$ cat config.mk
export PLATFORM = sky130hd
export DESIGN_NAME = ascon_out_deser
export DESIGN_NICKNAME = d
export VERILOG_FILES = /design/src/rtl/ascon_out_deser.sv
export SDC_FILE = /design/constraint.sdc
export NUM_CORES = 1
export LEC_CHECK = 0
export BUFFER_PORTS_ARGS = -buffer_cell sky130_fd_sc_hd__buf_2
export CAP_MARGIN = 20
export CORE_MARGIN = 2
export CORE_UTILIZATION = 59
export DETAILED_ROUTE_END_ITERATION = 16
export PLACE_DENSITY = 0.83
export SETUP_SLACK_MARGIN = 0.15
export SYNTH_ARGS = -nofsm -noshare
export SYNTH_HDL_FRONTEND = slang
export SYNTH_SLANG_ARGS = --single-unit
$ cat constraint.sdc
create_clock -name clk -period 2.23 [get_ports clk]
set_input_delay 0.1115 -clock clk [delete_from_list [all_inputs] [get_ports clk]]
set_output_delay 0.1115 -clock clk [all_outputs]
set_load 0.005 [all_outputs]
$ cat src/rtl/ascon_out_deser.sv
// ascon_out_deser: packs the cipher core's serial data/tag bit streams into
// handshaked bytes. Optional tag path enabled by macro ASCON_DESER_TAG_EN.
// Revision: 1.0
`default_nettype none

module ascon_out_deser #(
  parameter int BLOCK_BITS = 128,
  parameter int FIFO_DEPTH = 4
) (
  input  logic       clk,
  input  logic       rst,
  input  logic       data_bit_i,
  input  logic       tag_bit_i,
  input  logic       ascon_ready_i,
  output logic [7:0] out_byte_o,
  output logic       out_valid_o,
  input  logic       out_ready_i,
  output logic       out_is_tag_o,
  output logic       out_last_o,
  output logic       busy_o,
  output logic       overflow_o
);

  localparam int NBYTES = BLOCK_BITS / 8;
  localparam int CW     = $clog2(BLOCK_BITS);
  localparam int AW     = $clog2(FIFO_DEPTH);
  localparam logic [CW-1:0] LAST_BIT = CW'(BLOCK_BITS - 1);
  localparam logic [AW:0]   FULL_CNT = (AW+1)'(FIFO_DEPTH);

  typedef enum logic [1:0] {
    IDLE      = 2'd0,
    CAPTURE   = 2'd1,
    TAG_DRAIN = 2'd2
  } state_t;

  state_t        state_q, state_d;
  logic          ready_prev_q;
  logic [CW-1:0] bit_cnt_q, bit_cnt_d;
  logic [7:0]    data_sr_q, data_sr_d;
  logic          byte_done_q, byte_done_d;
  logic [7:0]    mem_q [FIFO_DEPTH];
  logic [AW-1:0] wr_ptr_q, wr_ptr_d, rd_ptr_q, rd_ptr_d;
  logic [AW:0]   count_q, count_d;
  logic          overflow_q, overflow_d;

  logic          start, sampling, fifo_empty, fifo_full, fifo_wr, pop;
  logic          tag_avail, last_w, xfer;
  logic [CW-1:0] bit_idx;

`ifdef ASCON_DESER_TAG_EN
  localparam int TCW = $clog2(NBYTES + 1);
  logic [BLOCK_BITS-1:0] tag_sr_q, tag_sr_d;
  logic [TCW-1:0]        tag_cnt_q, tag_cnt_d;
`else
  logic unused_tag_bit;
  assign unused_tag_bit = tag_bit_i;
`endif

  assign start      = (state_q == IDLE) && ascon_ready_i && !ready_prev_q;
  assign sampling   = start || (state_q == CAPTURE);
  assign bit_idx    = start ? '0 : bit_cnt_q;
  assign fifo_empty = (count_q == '0);
  assign fifo_full  = (count_q == FULL_CNT);

  // A tag byte may only appear once every data byte, including one still
  // waiting to be pushed, has left the FIFO.
`ifdef ASCON_DESER_TAG_EN
  assign tag_avail = (state_q == TAG_DRAIN) && fifo_empty && !byte_done_q;
  assign last_w    = tag_avail && (tag_cnt_q == TCW'(NBYTES - 1));
`else
  assign tag_avail = 1'b0;
  assign last_w    = (state_q == TAG_DRAIN) && !byte_done_q && (count_q == (AW+1)'(1));
`endif

  assign out_valid_o = (state_q != IDLE) && (!fifo_empty || tag_avail);
  assign xfer        = out_valid_o && out_ready_i;
  assign pop         = xfer && !fifo_empty;
  assign fifo_wr     = byte_done_q && (!fifo_full || pop);

  always_comb begin
    out_byte_o = 8'h00;
    if (state_q != IDLE && !fifo_empty) begin
      out_byte_o = mem_q[rd_ptr_q];
    end
`ifdef ASCON_DESER_TAG_EN
    else if (tag_avail) begin
      out_byte_o = tag_sr_q[BLOCK_BITS-1 -: 8];
    end
`endif
  end

  assign out_is_tag_o = tag_avail;
  assign out_last_o   = out_valid_o && last_w;
  assign busy_o       = (state_q != IDLE);
  assign overflow_o   = overflow_q;

  always_comb begin
    state_d     = state_q;
    bit_cnt_d   = bit_cnt_q;
    data_sr_d   = data_sr_q;
    byte_done_d = 1'b0;
    wr_ptr_d    = wr_ptr_q;
    rd_ptr_d    = rd_ptr_q;
    count_d     = count_q;
    overflow_d  = overflow_q;
`ifdef ASCON_DESER_TAG_EN
    tag_sr_d    = tag_sr_q;
    tag_cnt_d   = tag_cnt_q;
`endif

    if (sampling) begin
      data_sr_d   = {data_sr_q[6:0], data_bit_i};
      byte_done_d = (bit_idx[2:0] == 3'b111);
      bit_cnt_d   = bit_idx + 1'b1;
`ifdef ASCON_DESER_TAG_EN
      tag_sr_d    = {tag_sr_q[BLOCK_BITS-2:0], tag_bit_i};
`endif
    end

`ifdef ASCON_DESER_TAG_EN
    if (start) begin
      tag_cnt_d = '0;
    end else if (tag_avail && out_ready_i) begin
      tag_sr_d  = tag_sr_q << 8;
      tag_cnt_d = tag_cnt_q + 1'b1;
    end
`endif

    if (fifo_wr) begin
      wr_ptr_d = wr_ptr_q + 1'b1;
    end
    if (pop) begin
      rd_ptr_d = rd_ptr_q + 1'b1;
    end
    if (fifo_wr && !pop) begin
      count_d = count_q + 1'b1;
    end else if (!fifo_wr && pop) begin
      count_d = count_q - 1'b1;
    end
    if (byte_done_q && fifo_full && !pop) begin
      overflow_d = 1'b1;
    end

    case (state_q)
      IDLE: begin
        if (start) begin
          state_d = CAPTURE;
        end
      end
      CAPTURE: begin
        if (bit_cnt_q == LAST_BIT) begin
          state_d = TAG_DRAIN;
        end
      end
      TAG_DRAIN: begin
        if (xfer && last_w) begin
          state_d = IDLE;
        end
`ifndef ASCON_DESER_TAG_EN
        // Nothing left to send: every byte was already drained or dropped.
        if (fifo_empty && !byte_done_q) begin
          state_d = IDLE;
        end
`endif
      end
      default: state_d = IDLE;
    endcase
  end

  always_ff @(posedge clk) begin
    if (rst) begin
      state_q      <= IDLE;
      ready_prev_q <= 1'b0;
      bit_cnt_q    <= '0;
      data_sr_q    <= '0;
      byte_done_q  <= 1'b0;
      wr_ptr_q     <= '0;
      rd_ptr_q     <= '0;
      count_q      <= '0;
      overflow_q   <= 1'b0;
`ifdef ASCON_DESER_TAG_EN
      tag_sr_q     <= '0;
      tag_cnt_q    <= '0;
`endif
    end else begin
      state_q      <= state_d;
      ready_prev_q <= ascon_ready_i;
      bit_cnt_q    <= bit_cnt_d;
      data_sr_q    <= data_sr_d;
      byte_done_q  <= byte_done_d;
      wr_ptr_q     <= wr_ptr_d;
      rd_ptr_q     <= rd_ptr_d;
      count_q      <= count_d;
      overflow_q   <= overflow_d;
`ifdef ASCON_DESER_TAG_EN
      tag_sr_q     <= tag_sr_d;
      tag_cnt_q    <= tag_cnt_d;
`endif
    end
  end

  // Storage only; validity is tracked by the pointers and count.
  always_ff @(posedge clk) begin
    if (fifo_wr) begin
      mem_q[wr_ptr_q] <= data_sr_q;
    end
  end

endmodule

`default_nettype wire

==> impl_metrics.ini, run 1 <==
[worst_setup_path]
critical_path.max_stage_delay_ps = 380
path_max_fanout = 5
crit_slowest_cell = or3_1
worst_setup_path_end_kind = flip-flop
crit_top_cell = ha_1
critical_path_buf_inv_count = 1
setup.worst_path.start_class = flip-flop
critical_path_arrival_ps = 2310
timing_worst_setup_path_type = flip-flop to flip-flop
worstPathRequired_ps = 2500
critical_path.top_delay_family = simple AND/OR/NAND/NOR gates
timing.critical_path.cells = inv_1, ha_1, nor2b_2, nor2_2, nand2_1, ha_1, or3_1, a21oi_1

[drt]
route.detailed.drc = 0
drtPass1Iterations = 4
drt_wl_total_um = 4660
dr_total_vias = 1691
route.detailed.wl_per_inst_um = 15.9
dr.first_iter.drc_count = 194
route.detailed.vias_per_inst = 5.77
drtAntennaViolNets = 0

[global_routing]
grt_use_total = 0.203
most_used_routing_layer_in_global_routing = met2
global_route_wire_length_before_repair_um = 7580
antenna_violations_before_repair = 0
grt-ovfl-total = 0
grt_util_met2 = 0.316
grt_max_degree = 30
grt_pass1_vias = 1586
grt_use_met3 = 0.0769
grt_use_met1 = 0.251

[die]
die_h_um = 71.0
die_width_um = 71.0
i_o_pins = 19
core-area_mm2 = 0.00432
placement_rows = 24
start_util = 0.612
die-area_mm2 = 0.00504

[status]
run_status = complete, no violations

[logic_synthesis]
distinct_cell_type_count_of_the_synthesized_netlist = 43
seq_area_frac_synth = 0.582
synthesis.instances = 214
synthesis.area_mm2 = 0.00265
synth_area_per_cell_um2 = 12.4
synthesis.nets = 231
yosys_warnings = 0
yosys_register_bits = 61

[cts]
numClockSinks = 61
clk_pin_slew_worst_paths_ps = 70
cts_max_path_buffers = 2
clock_insertion_delay_worst_skew_ps = 340
cts.htree.levels = 3
tritoncts = yes
cts.root.buffer_cell = clkbuf_8
post_cts.repair.setup_buffers = 0
cts-hold-fix-buffers = 0
cts_made_buffers = 9

[sta]
timing.fmax_ghz = 0.490
timing_worst_slew_pin_value_ps = 739
timing.setup.tns_ps = 0
rsz0062_at_grt = true
fin_worst_skew_ps = 11.3
final_critical_delay_including_setup_and_external_delays_ps = 2040
slew_viol_final = 0
final-setup-viol-count = 0
slew-limit-headroom = 0.506
final_report_hold_violation_count = 0
hold_ws_ps = 43.8
min_period_over_period = 0.914

[cells_and_area]
filler_cell_count = 315
fin_area_mm2 = 0.00296
syn2layout_area_growth_pct = 11.7
n_antenna_cell = 0
fin_nets = 253
final_instance_count_without_filler_cells = 293
finish.utilization = 0.684
layout-drive-gt1-share = 0.232

[place]
placed_cell_area_mm2 = 0.00279
port_buffers = 16
finalWeightedCongestion = 0.783
post-place-cells = 277
dp_hpwl_um = 3090

[flow_run]
max_cap_viol_count = 0

[pwr]
worst_ir_drop_vdd_uv = 496
cellPowerDensity_mw_per_mm2 = 708
static-leakage-power_nw = 1.09

[min_path]
min_path_type = input port to flip-flop
==> power by group <==
group | leakage, nW | internal [mW] | switching, mW
logic | 0.470 | 0.0257 | 0.0518
clock network | 0.0808 | 0.393 | 0.431
registers | 0.543 | 1.18 | 0.0103
total | 1.09 | 1.60 | 0.493
==> routing by layer <==
| metal | wire length [um] | vias to the layer above | share of wire |
|---|---|---|---|
| met5 | 0 | - | 0 |
| met3 | 221 | 11 | 0.047 |
| met2 | 2280 | 43 | 0.49 |
| li1 | - | 831 | - |
| met1 | 2030 | 806 | 0.44 |
| met4 | 131 | 0 | 0.028 |
==> timing repair <==
item / CTS / global route
gates resized for setup: 1 / 2
endpoints found under the hold margin: 0 / 0
setup endpoints to repair: 1 / 9
==> worst reg2reg max path: stages, from the launching register on <==
cell and delay, ps:
dfxtp_1 360, inv_1 90, ha_1 260, nor2b_2 200, nor2_2 110, nand2_1 70, ha_1 340, or3_1 380
a21oi_1 150
==> layout make-up <==
cell class,count,area [um2],area share
Clock buffer,9,124,0.0419
Tap cell,52,65.1,0.0220
Inverter,11,41.3,0.0140
Clock inverter,7,42.5,0.0144
Multi-Input combinational cell,130,1010,0.341
Timing Repair Buffer,23,133,0.0448
Sequential cell,61,1540,0.522
==> cells in the mapped netlist, drive strengths merged <==
| cell type | count | area, um2 |
|---|---|---|
| edfxtp | 32 | 961 |
| dfxtp | 29 | 581 |
| a21oi | 18 | 90.1 |
| and2 | 15 | 93.8 |
| o21ai | 13 | 65.1 |
| nand3 | 12 | 60.1 |
| ha | 11 | 138 |
| inv | 11 | 41.3 |
| nor2 | 9 | 33.8 |
| buf | 8 | 46.3 |
| mux4 | 8 | 180 |
| clkbuf | 4 | 15.0 |
| nand2 | 4 | 15.0 |
| nor2b | 4 | 25.0 |
| a211oi | 3 | 27.5 |
| mux2i | 3 | 30.0 |
| or3 | 3 | 18.8 |
| or4 | 3 | 22.5 |
| and3 | 2 | 12.5 |
| mux2 | 2 | 22.5 |
| nor4b | 2 | 23.8 |
| o211ai | 2 | 15.0 |
| o31ai | 2 | 15.0 |
| a31oi | 1 | 12.5 |
| a41o | 1 | 10.0 |
| a41oi | 1 | 8.76 |
| conb | 1 | 3.75 |
| nand2b | 1 | 6.26 |
| nand3b | 1 | 7.51 |
| nand4b | 1 | 8.76 |
| nor3 | 1 | 5.00 |
| nor4 | 1 | 6.26 |
| o211a | 1 | 10.0 |
| o311ai | 1 | 8.76 |
| or4b | 1 | 10.0 |
| xnor2 | 1 | 8.76 |
| xor2 | 1 | 8.76 |
==> cell usage in the layout (no fill, tap or decap), types with 2 or more instances in the layout <==
cell type   synthesis  routed
a211oi_1            2       2
a21oi_1            18      18
and2_1             15      15
and3_1              2       2
buf_2               4      16
buf_4               1       7
clkbuf_8            0       9
clkinv_2            0       4
clkinvlp_4          0       3
dfxtp_1            29      27
dfxtp_2             0       2
edfxtp_1           32      32
ha_1               11      11
inv_1              11      11
mux2_2              2       2
mux2i_1             3       3
mux4_2              8       8
nand2_1             4       4
nand3_1            12      12
nor2_1              9       8
nor2b_1             4       3
o211ai_1            2       2
o21ai_0            12      12
o31ai_1             2       2
or3_1               3       3
or4_1               3       3
==> registers in the layout, summed over array words and instances, names as in the netlist, named ones only <==
name,count
bit_cnt_q,7
data_sr_q,8
byte_done_q,1
count_q,3
wr_ptr_q,2
ready_prev_q,1
state_q,2
mem_q,32
rd_ptr_q,2
overflow_o,1
==> path summary, 6_finish.rpt <==
check	end	slack, ps	cells past startpoint	startpoint
max	count_q[2]	190	8	count_q[1]
min	ready_prev_q	40	2	ascon_ready_i
max reg2reg	count_q[2]	190	8	count_q[1]
min reg2reg	overflow_o	500	2	overflow_o
==> per-stage QoR <==
step / power [mW] / worst slack (ps)
3_3_place_gp: 1.29 / 261
3_5_place_dp: 1.29 / 177
5_1_grt: 2.17 / 101
4_1_cts: 2.11 / 159
6_report: 2.09 / 191
2_1_floorplan: 1.27 / 175
==> logic make-up (layout without fill, tap and decap cells) <==
logic type | after synthesis | count (layout) | synth area share
flip-flops | 61 | 61 | 0.582
AND/OR/NAND/NOR | 60 | 60 | 0.132
AO/OA/AOI/OAI | 43 | 43 | 0.0992
buffers and inverters | 23 | 50 | 0.0388
multiplexers | 13 | 13 | 0.0879
adder cells (fa/ha/maj) | 11 | 11 | 0.0520
XOR/XNOR | 2 | 2 | 0.00662
other | 1 | 1 | 0.00142
No activity file was read; power rests on OpenSTA's default activity.
==> run 2, diff against run 1 <==
Settings changed: CORE_MARGIN 2 to 1.5.
==> impl_metrics.ini, run 2 (synthesis gave the netlist of run 1 again) <==
[sta]
slew-limit-headroom = 0.539
final_report_hold_violation_count = 0
timing.fmax_ghz = 0.512
timing_worst_slew_pin_value_ps = 690
final-setup-viol-count = 0
hold_ws_ps = 24.9
timing.setup.tns_ps = 0
rsz0062_at_grt = true
final_critical_delay_including_setup_and_external_delays_ps = 1950
min_period_over_period = 0.877
fin_worst_skew_ps = 5.23
slew_viol_final = 0

[cells_and_area]
largest_reg_flops = 32
layout_commonest_cell = edfxtp_1
fin_nets = 253
largest-register = mem_q
layout-drive-gt1-share = 0.232
n_antenna_cell = 0
syn2layout_area_growth_pct = 13.8
finish.utilization = 0.697
layout_top_registers = mem_q (32), data_sr_q (8), bit_cnt_q (7)
top_library_cells_by_usage_in_the_layout_fill_and_taps_aside = edfxtp_1, dfxtp_1, a21oi_1, buf_2, and2_1

[drt]
route.detailed.drc = 0
dr.first_iter.drc_count = 156
drt_wl_total_um = 4580
dr_total_vias = 1694
route.detailed.vias_per_inst = 5.78
drtPass1Iterations = 4
drtAntennaViolNets = 0
route.detailed.wl_per_inst_um = 15.6

[global_routing]
grt_use_total = 0.207
grt_use_met1 = 0.252
grt_pass1_vias = 1653
grt-ovfl-total = 0
grt_util_met2 = 0.341
grt_use_met3 = 0.0664
antenna_violations_before_repair = 0
global_route_wire_length_before_repair_um = 7650
grt_max_degree = 30
most_used_routing_layer_in_global_routing = met2

[pwr]
cellPowerDensity_mw_per_mm2 = 773
static-leakage-power_nw = 1.12
post-layout-total-power_mw = 2.33
worst_ir_drop_vdd_uv = 512

[cts]
tritoncts = yes
cts.root.buffer_cell = clkbuf_8
numClockSinks = 61
cts_max_path_buffers = 2
cts.htree.levels = 3
clk_pin_slew_worst_paths_ps = 70
cts_made_buffers = 9
clock_insertion_delay_worst_skew_ps = 330
post_cts.repair.setup_buffers = 0

[place]
port_buffers = 16
finalWeightedCongestion = 0.777
dp_hpwl_um = 3120

[status]
run_status = complete, no violations

[die]
die_h_um = 70.0
die-area_mm2 = 0.00490
start_util = 0.612
placement_rows = 24
core-area_mm2 = 0.00432
i_o_pins = 19
die_width_um = 70.0

[worst_setup_path]
worstPathRequired_ps = 2480
worst_setup_path_end_kind = flip-flop
setup.worst_path.start_class = flip-flop
timing_worst_setup_path_type = flip-flop to flip-flop
critical_path_arrival_ps = 2200
path_max_fanout = 5

[min_path]
min_path_type = input port to flip-flop

[flow_run]
max_cap_viol_count = 0
==> run 2: changes by cell type in the layout (fill, tap and decap cells not counted), sizes merged <==
cell,delta
bufinv,+2
clkbuf,+2
clkinv,-1
clkinvlp,-3
==> run 2: path summary, 6_finish.rpt <==
kind              depth (start not counted)            to           from  slack, ps
hold reg to reg                           2    overflow_o     overflow_o        490
hold / removal                            2  ready_prev_q  ascon_ready_i         20
setup / recovery                          8    count_q[2]     count_q[1]        280
setup reg to reg                          8    count_q[2]     count_q[1]        280
==> run 2: layout make-up <==
class | count | area [um2]
timing repair buffer | 23 | 133
sequential | 61 | 1540
clock inverter | 5 | 73.8
fill | 301 | 1310
inverter | 11 | 41.3
tap | 52 | 65.1
multi-input combinational | 130 | 1010
clock buffer | 11 | 141
==> run 2: timing repair <==
item / CTS / global route
endpoints found under the setup margin: 0 / 9
gates resized for setup: 0 / 5
hold buffers: 0 / 0
==> run 2: where the power goes <==
group	total, mW	switching [mW]	internal, mW
Clock	1.06	0.407	0.653
Combinational	0.0778	0.0509	0.0269
Sequential	1.19	0.00981	1.18
==> run 2: per-layer routing <==
| layer | share of wire | wire, um |
|---|---|---|
| met5 | 0 | 0 |
| met4 | 0.017 | 76 |
| met3 | 0.035 | 159 |
| met1 | 0.43 | 1990 |
| met2 | 0.51 | 2360 |
==> run 2: critical path, stage by stage, from the launching register on <==
cell and delay (ps):
dfxtp_1 350, inv_1 80, ha_2 210, nor2b_2 180, nor2_2 100, nand2_1 60, ha_1 350, or3_1 400
a21oi_1 160
==> run 2: stage by stage <==
| step | instance area, um2 | setup WS [ps] | cells |
|---|---|---|---|
| detailed placement | 2790 | 202 | 277 |
| finish | 3010 | 275 | 293 |
| floorplan | 2650 | 175 | 214 |
| CTS | 3000 | 185 | 293 |
| global route | 3010 | 134 | 293 |
| global placement | 2790 | 261 | 277 |
